===== src/rtl/viz_pkg.sv =====
// Shared constants, FSM state type and sample-to-byte conversion for the viz packet transmitter.
package viz_pkg;

    localparam logic [7:0] VIZ_SYNC_BYTE = 8'hA5;
    localparam logic [7:0] VIZ_IDLE_BYTE = 8'h80;
    localparam int unsigned VIZ_MAX_W = 64;

    typedef enum logic [1:0] {
        IDLE,
        LOAD,
        START,
        WAIT
    } viz_state_t;

    // Top 8 bits of a w-bit signed sample with the sign bit flipped (offset binary).
    function automatic logic [7:0] to_viz_byte(input logic [VIZ_MAX_W-1:0] s, input int unsigned w);
        logic [VIZ_MAX_W-1:0] top;
        top = s >> (w - 8);
        return {~top[7], top[6:0]};
    endfunction

endpackage


===== src/rtl/viz_packet_tx_decim.sv =====
// Sample-tick decimator: flags the tick on which the modulo-DECIM count reaches DECIM-1.
module viz_decim #(
    parameter int DECIM = 10
) (
    input  logic clk,
    input  logic reset_n,
    input  logic sample_tick,
    output logic capture
);

    localparam int unsigned CW = (DECIM > 1) ? $clog2(DECIM) : 1;
    localparam logic [CW-1:0] LAST = CW'(DECIM - 1);

    logic [CW-1:0] cnt;

    assign capture = sample_tick && (cnt == LAST);

    always_ff @(posedge clk or negedge reset_n) begin
        if (!reset_n) begin
            cnt <= '0;
        end else if (sample_tick) begin
            cnt <= (cnt == LAST) ? '0 : cnt + CW'(1);
        end
    end

endmodule


===== src/rtl/viz_packet_tx.sv =====
// Decimated audio snapshot packetiser feeding a byte UART; VIZ_PKT_CHECKSUM_EN appends an XOR checksum byte.
module viz_packet_tx
    import viz_pkg::*;
#(
    parameter int NUM_CH   = 2,
    parameter int SAMPLE_W = 24,
    parameter int DECIM    = 10
) (
    input  logic                         clk,
    input  logic                         reset_n,
    input  logic                         sample_tick,
    input  logic [NUM_CH*SAMPLE_W-1:0]   audio_data,
    input  logic                         tx_done,
    output logic [7:0]                   uart_din,
    output logic                         uart_tx_start,
    output logic                         pkt_active,
    output logic [7:0]                   overrun_cnt
);

`ifdef VIZ_PKT_CHECKSUM_EN
    localparam int unsigned PKT_LEN = NUM_CH + 3;
`else
    localparam int unsigned PKT_LEN = NUM_CH + 2;
`endif
    localparam int unsigned IW = $clog2(NUM_CH + 3);

    logic            capture;
    viz_state_t      state;
    logic [IW-1:0]   idx;
    logic [7:0]      seq;
    logic [7:0]      snap      [NUM_CH];
    logic [7:0]      snap_next [NUM_CH];
    logic [7:0]      cur_byte;

    viz_decim #(.DECIM(DECIM)) u_decim (
        .clk        (clk),
        .reset_n    (reset_n),
        .sample_tick(sample_tick),
        .capture    (capture)
    );

    for (genvar g = 0; g < NUM_CH; g++) begin : g_ch
        assign snap_next[g] = to_viz_byte(VIZ_MAX_W'(audio_data[g*SAMPLE_W +: SAMPLE_W]), SAMPLE_W);
    end

`ifdef VIZ_PKT_CHECKSUM_EN
    logic [7:0] csum;

    always_comb begin
        csum = seq;
        for (int unsigned ch = 0; ch < NUM_CH; ch++) begin
            csum = csum ^ snap[ch];
        end
    end
`endif

    // Byte order: sync, sequence, channel bytes, optional checksum.
    always_comb begin
        cur_byte = VIZ_SYNC_BYTE;
        if (idx == IW'(1)) begin
            cur_byte = seq;
        end
        for (int unsigned ch = 0; ch < NUM_CH; ch++) begin
            if (idx == IW'(ch + 2)) begin
                cur_byte = snap[ch];
            end
        end
`ifdef VIZ_PKT_CHECKSUM_EN
        if (idx == IW'(NUM_CH + 2)) begin
            cur_byte = csum;
        end
`endif
    end

    always_ff @(posedge clk or negedge reset_n) begin
        if (!reset_n) begin
            state         <= IDLE;
            idx           <= '0;
            seq           <= '0;
            overrun_cnt   <= '0;
            uart_din      <= VIZ_IDLE_BYTE;
            uart_tx_start <= 1'b0;
            for (int unsigned ch = 0; ch < NUM_CH; ch++) begin
                snap[ch] <= VIZ_IDLE_BYTE;
            end
        end else begin
            uart_tx_start <= 1'b0;
            // Any capture outside IDLE, including the cycle of the final tx_done, is a drop.
            if (capture && (state != IDLE) && (overrun_cnt != 8'hFF)) begin
                overrun_cnt <= overrun_cnt + 8'd1;
            end
            case (state)
                IDLE: begin
                    if (capture) begin
                        snap  <= snap_next;
                        idx   <= '0;
                        state <= LOAD;
                    end
                end
                LOAD: begin
                    uart_din <= cur_byte;
                    state    <= START;
                end
                START: begin
                    uart_tx_start <= 1'b1;
                    state         <= WAIT;
                end
                WAIT: begin
                    if (tx_done) begin
                        if (idx == IW'(PKT_LEN - 1)) begin
                            seq   <= seq + 8'd1;
                            state <= IDLE;
                        end else begin
                            idx   <= idx + IW'(1);
                            state <= LOAD;
                        end
                    end
                end
                default: state <= IDLE;
            endcase
        end
    end

    assign pkt_active = (state != IDLE);

endmodule


===== config.mk =====
export PLATFORM = sky130hd
export DESIGN_NAME = viz_packet_tx
export DESIGN_NICKNAME = d
export VERILOG_FILES = /design/src/rtl/viz_pkg.sv /design/src/rtl/viz_packet_tx_decim.sv /design/src/rtl/viz_packet_tx.sv
export SDC_FILE = /design/constraint.sdc
export NUM_CORES = 1
export LEC_CHECK = 0
export ABC_AREA = 1
export CAP_MARGIN = 20
export CELL_PAD_IN_SITES_DETAIL_PLACEMENT = 0
export CELL_PAD_IN_SITES_GLOBAL_PLACEMENT = 1
export CORE_AREA = 2 2 109 85
export CTS_BUF_LIST = sky130_fd_sc_hd__clkbuf_16
export CTS_CLUSTER_DIAMETER = 100
export CTS_CLUSTER_SIZE = 8
export DETAILED_ROUTE_END_ITERATION = 7
export DIE_AREA = 0 0 111 87
export GPL_ROUTABILITY_DRIVEN = 0
export MAX_ROUTING_LAYER = met4
export PLACE_DENSITY = 0.81
export SYNTH_ARGS = -nofsm -noshare
export SYNTH_HDL_FRONTEND = slang
export SYNTH_SLANG_ARGS = --single-unit

===== constraint.sdc =====
create_clock -name clk -period 1.4 [get_ports clk]
set_input_delay 0.42 -clock clk [delete_from_list [all_inputs] [get_ports clk]]
set_output_delay 0.42 -clock clk [all_outputs]
set_load 0.02 [all_outputs]

==> impl_results.md, run 1 <==
- Estimated wirelength of the detail-placed design: 4.76 mm
- Final setup margin: -0.117 ns
- Clock network fraction of total power: 23.9%
- Number of buffers inserted during clock tree synthesis: 5
- Cell count after placement: 504
- Switch share: 36.5%
- Pin count of the biggest net entering global routing: 21
- Worst Setup SP: state[0]
- Register area: 1250 um2
- Post-Route Setup TNS: -0.277 ns
- Design internal power: 4.17 mW
- TritonRoute pass-1 iters: 4
- TritonCTS clock tree: built
- R2R cell count: 9
- Gr ovfl total: 0
- Fin nets: 469
- Logic gate share of total power: 43.3%
- Final setup violation count: 11
- Peak fanout along the critical path: 2
- Minimum period implied by the final worst setup slack: 1.52 ns
- Drt initial violations: 70
- Clock buffer depth: 2
- DIE AREA: 9660 um2
- Kind of critical path: reg -> out
- Final wirelength: 6.76 mm
- Failing checks: negative setup slack
- Cell breakdown of the critical path: inv_2 > ha_4 > inv_4 > buf_6
- Design Area, Final: 3840 um2
- Leakage power total: 1.97 nW
- Number of buffer and inverter instances along the worst setup path: 3
- Global-route wire length before repair: 10.8 mm
- Highest ir drop seen on vdd: 807 uV
- Clock Skew: 0.00555 ns
- PwrDens: 1710 nW/um2
- Width of the die: 111 um
- Capturing element type of the critical path: output port
- Count of maximum capacitance violations: 0
- Hold slack: 0.0426 ns
- Multi-input gate area in the final layout: 1420 um2
- Effective utilization at floorplan: 30.0%
- Number of vias per cell: 4.48
- Cell family contributing the most delay on the critical path: flip-flops
- Fill cell count: 846
- Capture point of the critical path: pkt_active
- Number of library cell types mapped by synthesis: 29
- Critical path depth: 4
- Die outline height: 87 um
- Root Buffer Master: clkbuf_16
- Main synth FF type: dfrtp_1
- Number of buffers inserted by hold repair at cts: 0
- Slowest Stage Delay on Critical Path: 0.39 ns
- Max-slew headroom at the worst pin: 75.0%
- Register bit count reported by yosys: 50
- Post-Synthesis Cell Area: 2600 um2
- Post-synthesis area per instance: 8.00 um2
- TritonCTS Sinks: 50
- Number of global-route vias before repair: 2291
- Total of warnings raised by yosys: 0
- Source of the worst register-to-register timing path: state[1]
- Number of buffers inserted by port buffering: 37
- Post-route non-filler standard cell count: 520
- Path type of the worst min-delay path: in -> async
- Post-placement setup slack: -0.377 ns
- Least-Margin Pin Slew: 0.375 ns
- Overall via count from detail_route: 2327
- Ant. Diodes: 0
- Startpoint type of the worst setup path: flip-flop
- Final Cycle Share: 108%
- Sequential share of power: 32.8%
- CTS clk-pin slew, worst paths: 0.07 ns
- Later-pin clock latency in the skew report: 0.29 ns
- Register-to-register path setup slack: -0.03 ns
- DRT antenna net count: 0
- Critical path data required time: 0.98 ns
- Share of the yosys chip area belonging to registers: 48.3%
- Data arrival at the endpoint of the critical path: 1.10 ns
- Number of synthesized flops with an enable pin: 0
- Highest Clock Rate: 0.659 GHz
- Fraction of final layout cells with drive strength greater than 1: 33.6%
- Final hold violations: 0
- Count of boundary I/O pins: 70
- DRC violation count after routing: 0
- Slowest cell on crit path: dfrtp_1
- Area of placed instances: 3370 um2
- Reg-to-Reg End: overrun_cnt[5]
- Area growth syn-to-layout: 47.8%
- Run status: complete, but fails checks
- Unrepaired setup endpoints after global routing: yes
- Initial antenna violation count: 0
- Switching Power: 2.40 mW
- GRT Total Usage: 14.4%
- Synthesized netlist cell count: 325
- Proportion of register bits with asynchronous set or reset after synthesis: 100%
- H-Tree Level Count: 2
- Number of max-slew violations in the final report: 0
- Core area: 8670 um2
- Post-synthesis net count: 387
- Wirelength per Cell: 13.0 um
- Count of standard-cell rows: 30
[cells in the mapped netlist, types with 5 or more instances]
cell	instances	area [um2]
inv_1	26	97.6
or2_2	6	37.5
nand2_1	120	450
nand3_1	33	165
nand3_2	5	50.1
xor2_1	6	52.6
nor2_2	5	31.3
a21oi_1	8	40.0
nand4_1	6	37.5
o21ai_0	5	25.0
ha_1	10	125
nor2_1	16	60.1
dfrtp_1	47	1180
inv_2	5	18.8
[power by group through the flow]
stage	Sequential (mW)	Clock, mW	Combinational [mW]
6_report	2.15	1.57	2.84
4_1_cts	2.14	1.60	2.43
3_5_place_dp	2.16	0	2.30
5_1_grt	2.20	1.66	3.13
3_3_place_gp	2.14	0	2.23
2_1_floorplan	2.27	0	1.15
[logic make-up (layout without fill, tap and decap cells)]
| family | count (synthesis) | count (layout) | synth area share (%) |
|---|---|---|---|
| simple gates | 198 | 198 | 33.8 |
| fa+ha+maj | 10 | 10 | 4.81 |
| flops | 50 | 50 | 48.3 |
| xor+xnor | 9 | 9 | 3.03 |
| compound gates | 17 | 17 | 3.32 |
| buf+inv | 41 | 124 | 6.74 |
[registers in the layout, summed over array words and instances (netlist names)]
register / cells
snap: 16
overrun_cnt: 8
seq: 8
uart_din: 8
u_decim.cnt: 4
idx: 3
state: 2
uart_tx_start: 1
[layout make-up]
type	count	share of cell area, %
clock buffers	5	3.26
clock inverters	3	1.79
multi-input cells	234	36.8
inverters	34	3.84
flip-flops and latches	50	32.7
well taps	112	3.65
repair buffers	82	18.0
[timing repair]
item	4_1_cts	5_1_grt
gates resized for setup	66	70
pin swaps	6	31
setup endpoints to repair	47	43
setup buffers	1	7
[metal layers]
metal	up-vias	global-route usage, %	share of wire (%)
met5	-	-	0
met2	28	22.8	47
met3	6	2.16	2.0
li1	1187	-	-
met1	1106	19.5	50
met4	0	3.86	1.1
[stage by stage]
| stage | power (mW) | utilization (%) |
|---|---|---|
| 2_1_floorplan | 3.42 | - |
| 3_3_place_gp | 4.38 | 38.9 |
| 3_5_place_dp | 4.45 | 38.9 |
| 4_1_cts | 6.17 | 42.1 |
| 5_1_grt | 6.99 | 44.3 |
| 6_report | 6.57 | 44.3 |
[cell usage in the layout (no fill, tap or decap), types with 3 or more instances in the layout]
master           synthesis  routed
buf_12                   0       3
clkbuf_16                0       5
inv_1                   26      21
buf_4                    2      38
buf_6                    1       6
o21ai_0                  5       4
nand4_1                  6       6
xor2_1                   6       6
dfstp_2                  3       3
ha_4                     0       5
buf_2                    3       5
nand2_1                120     108
nand3_1                 33      22
clkbuf_2                 0       9
nor2_4                   0       5
nand2_2                  1      11
dfrtp_1                 47      47
or2_2                    6       3
nor2_1                  16      14
o21ai_1                  3       4
nand3_4                  0       3
or2_4                    0       4
inv_2                    5       7
nand3_2                  5      13
ha_1                    10       3
a21oi_1                  8       7
clkdlybuf4s50_1          0      17
inv_4                    1       5
xnor2_1                  3       3
[how the worst min path moves through the flow]
stage          cells after the start        endpoint    start  slack, ns
4_1_cts                            1  overrun_cnt[3]  reset_n       0.04
6_report                           1  overrun_cnt[6]  reset_n       0.04
2_1_floorplan                      0          idx[0]  reset_n       0.12
3_3_place_gp                       1  u_decim.cnt[1]  reset_n       0.35
3_5_place_dp                       1  u_decim.cnt[1]  reset_n       0.35
5_1_grt                            1  overrun_cnt[6]  reset_n       0.05
(Power assumes the default switching activity.)
==> run 2: changes to the inputs <==
CAP_MARGIN = not set   (was 20)
==> results of run 2 <==
No change in the layout: final DEF, timing and power equal those of run 1.
==> run 3: changes to the inputs <==
PLACE_DENSITY = 0.72   (was 0.81)
RECOVER_POWER = 25   (was not set)
SLEW_MARGIN = 5   (was not set)
==> run 3 against run 2 <==
The flow still finishes with violations (negative setup slack). Sequential share of layout area increased by 0.32 points. Register-to-register slack about the same. Largest cell class unchanged. Final area decreased by 0.98%. Utilization decreased by 0.43 points. First-iteration DRC count increased by 16%. Non-clock buffer count increased by 3. Critical path type unchanged. Final cell count increased by 0.58%. Global-route usage decreased by 0.31 points. Fmax increased by 1.0%. Critical endpoint unchanged. Routed wire length decreased by 4.2%. Largest power group unchanged. Clock power decreased by 9.6%.
==> impl_results.md, run 3 (synthesis gave the netlist of run 1 again) <==
- Run status: complete, but fails checks
- Failing checks: negative setup slack
- Ant. Diodes: 0
- TritonCTS Sinks: 50
- Met1 demand-to-capacity share in global routing: 19.7%
- Final hold violations: 0
- Estimated wirelength of the detail-placed design: 4.34 mm
- Fraction of final layout cells with drive strength greater than 1: 34.8%
- Design Area, Final: 3800 um2
- PwrDens: 1660 nW/um2
- TritonRoute pass-1 iters: 4
- Final wirelength: 6.48 mm
- Area growth syn-to-layout: 46.3%
- Count of maximum capacitance violations: 0
- Least-Margin Pin Slew: 1.14 ns
- Capturing element type of the critical path: output port
- Effective utilization at floorplan: 30.0%
- Most flops, register: snap
- Drt initial violations: 81
- DRT antenna net count: 0
- H-Tree Level Count: 2
- Root Buffer Master: clkbuf_16
- Cell count after placement: 503
- Fill cell count: 858
- Width of the die: 111 um
- Final Cycle Share: 107%
- Count of standard-cell rows: 30
- Post-Route Setup TNS: -0.144 ns
- Peak fanout along the critical path: 2
- Number of buffers inserted during clock tree synthesis: 5
- Commonest non-fill, non-tap cells in the layout: nand2_1 (106), dfrtp_1 (47), buf_4 (40), nand3_1 (23), inv_1 (20)
- Wirelength per Cell: 12.4 um
- Met2 usage: 21.5%
- Max-slew headroom at the worst pin: 23.7%
- TritonCTS clock tree: built
- Number of max-slew violations in the final report: 0
- Later-pin clock latency in the skew report: 0.29 ns
- Pwr Total: 6.32 mW
- Number of buffers inserted by port buffering: 37
- Flip-flop count of the largest register, all copies and words added: 16
- Global-route layer with the greatest usage: met2
- Unrepaired setup endpoints after global routing: yes
- Leakage power total: 1.97 nW
- Count of boundary I/O pins: 70
- Post-placement setup slack: -0.371 ns
- Area of placed instances: 3350 um2
- CTS clk-pin slew, worst paths: 0.07 ns
- Initial antenna violation count: 0
- Data arrival at the endpoint of the critical path: 1.08 ns
- Number of buffers inserted by hold repair at cts: 0
- Critical path data required time: 0.98 ns
- Final setup violation count: 5
- Gr ovfl total: 0
- Path type of the worst min-delay path: in -> async
- Number of vias per cell: 4.49
- Number of global-route vias before repair: 2241
- Minimum period implied by the final worst setup slack: 1.50 ns
- GR met3 Demand/Resource: 2.30%
- Post-route non-filler standard cell count: 523
- Overall via count from detail_route: 2347
- Die outline height: 87 um
- Most common cell after layout, fill and taps aside: nand2_1
- Core area: 8670 um2
- Pin count of the biggest net entering global routing: 51
- DIE AREA: 9660 um2
- Final setup margin: -0.102 ns
- Layout Utilization: 43.9%
- Highest Clock Rate: 0.666 GHz
- Kind of critical path: reg -> out
- Hold slack: 0.426 ns
- Clock Skew: 0.00638 ns
- Fin nets: 472
- Highest ir drop seen on vdd: 677 uV
- Startpoint type of the worst setup path: flip-flop
- Global-route wire length before repair: 10.6 mm
- DRC violation count after routing: 0
- GRT Total Usage: 14.1%
- Clock buffer depth: 2
## run 3: cell types whose count changed in the layout (fill, tap and decap cells not counted), moves of 2 or more
cell,before,now
clkbuf_2,9,11
inv_2,7,11
nand2_1,108,106
buf_4,38,40
nand2_2,11,14
nand3_2,13,11
or2_4,4,2
or2_2,3,5
buf_2,5,3
inv_4,5,2
buf_12,3,0
buf_6,6,9
## run 3: path summary, 6_finish.rpt
path / slack, ns / cells past startpoint / from / endpoint
hold / removal: 0.43 / 2 / reset_n / seq[6]
min in group clk: 0.47 / 2 / snap[10] / snap[10]
max in group asynchronous: 0.26 / 2 / reset_n / seq[5]
setup reg to reg: -0.03 / 6 / idx[0] / seq[5]
hold reg to reg: 0.47 / 2 / snap[10] / snap[10]
setup / recovery: -0.10 / 4 / state[1] / pkt_active
## run 3: timing repair
item	4_1_cts	5_1_grt
gates cloned	0	0
setup buffers	7	6
setup endpoints to repair	56	59
pin swaps	5	28
resized for setup	62	72
## run 3: layout make-up
class | count | area, um2 | share of cell area, %
clock inverters | 3 | 47.5 | 1.25
clock buffers | 5 | 125 | 3.29
inverters | 34 | 140 | 3.68
well taps | 112 | 140 | 3.68
multi-input cells | 234 | 1400 | 36.8
repair buffers | 85 | 696 | 18.3
flip-flops and latches | 50 | 1250 | 33.0
## run 3: critical path, cell delays in order, from the launching register on
cell     delay, ns
dfrtp_1       0.39
inv_2         0.09
ha_4          0.15
inv_2         0.04
buf_6         0.12
## run 3: metal layers
metal | wire length [um] | up-vias
li1 | - | 1192
met1 | 3280 | 1121
met2 | 2970 | 30
met3 | 181 | 4
met4 | 50 | 0
met5 | 0 | -
## run 3: power by group
part           leakage (nW)  switching, mW  internal, mW  total (mW)
sequential            0.637          0.273          1.88        2.15
combinational          1.25           1.50          1.25        2.75
clock                0.0844          0.571         0.854        1.42
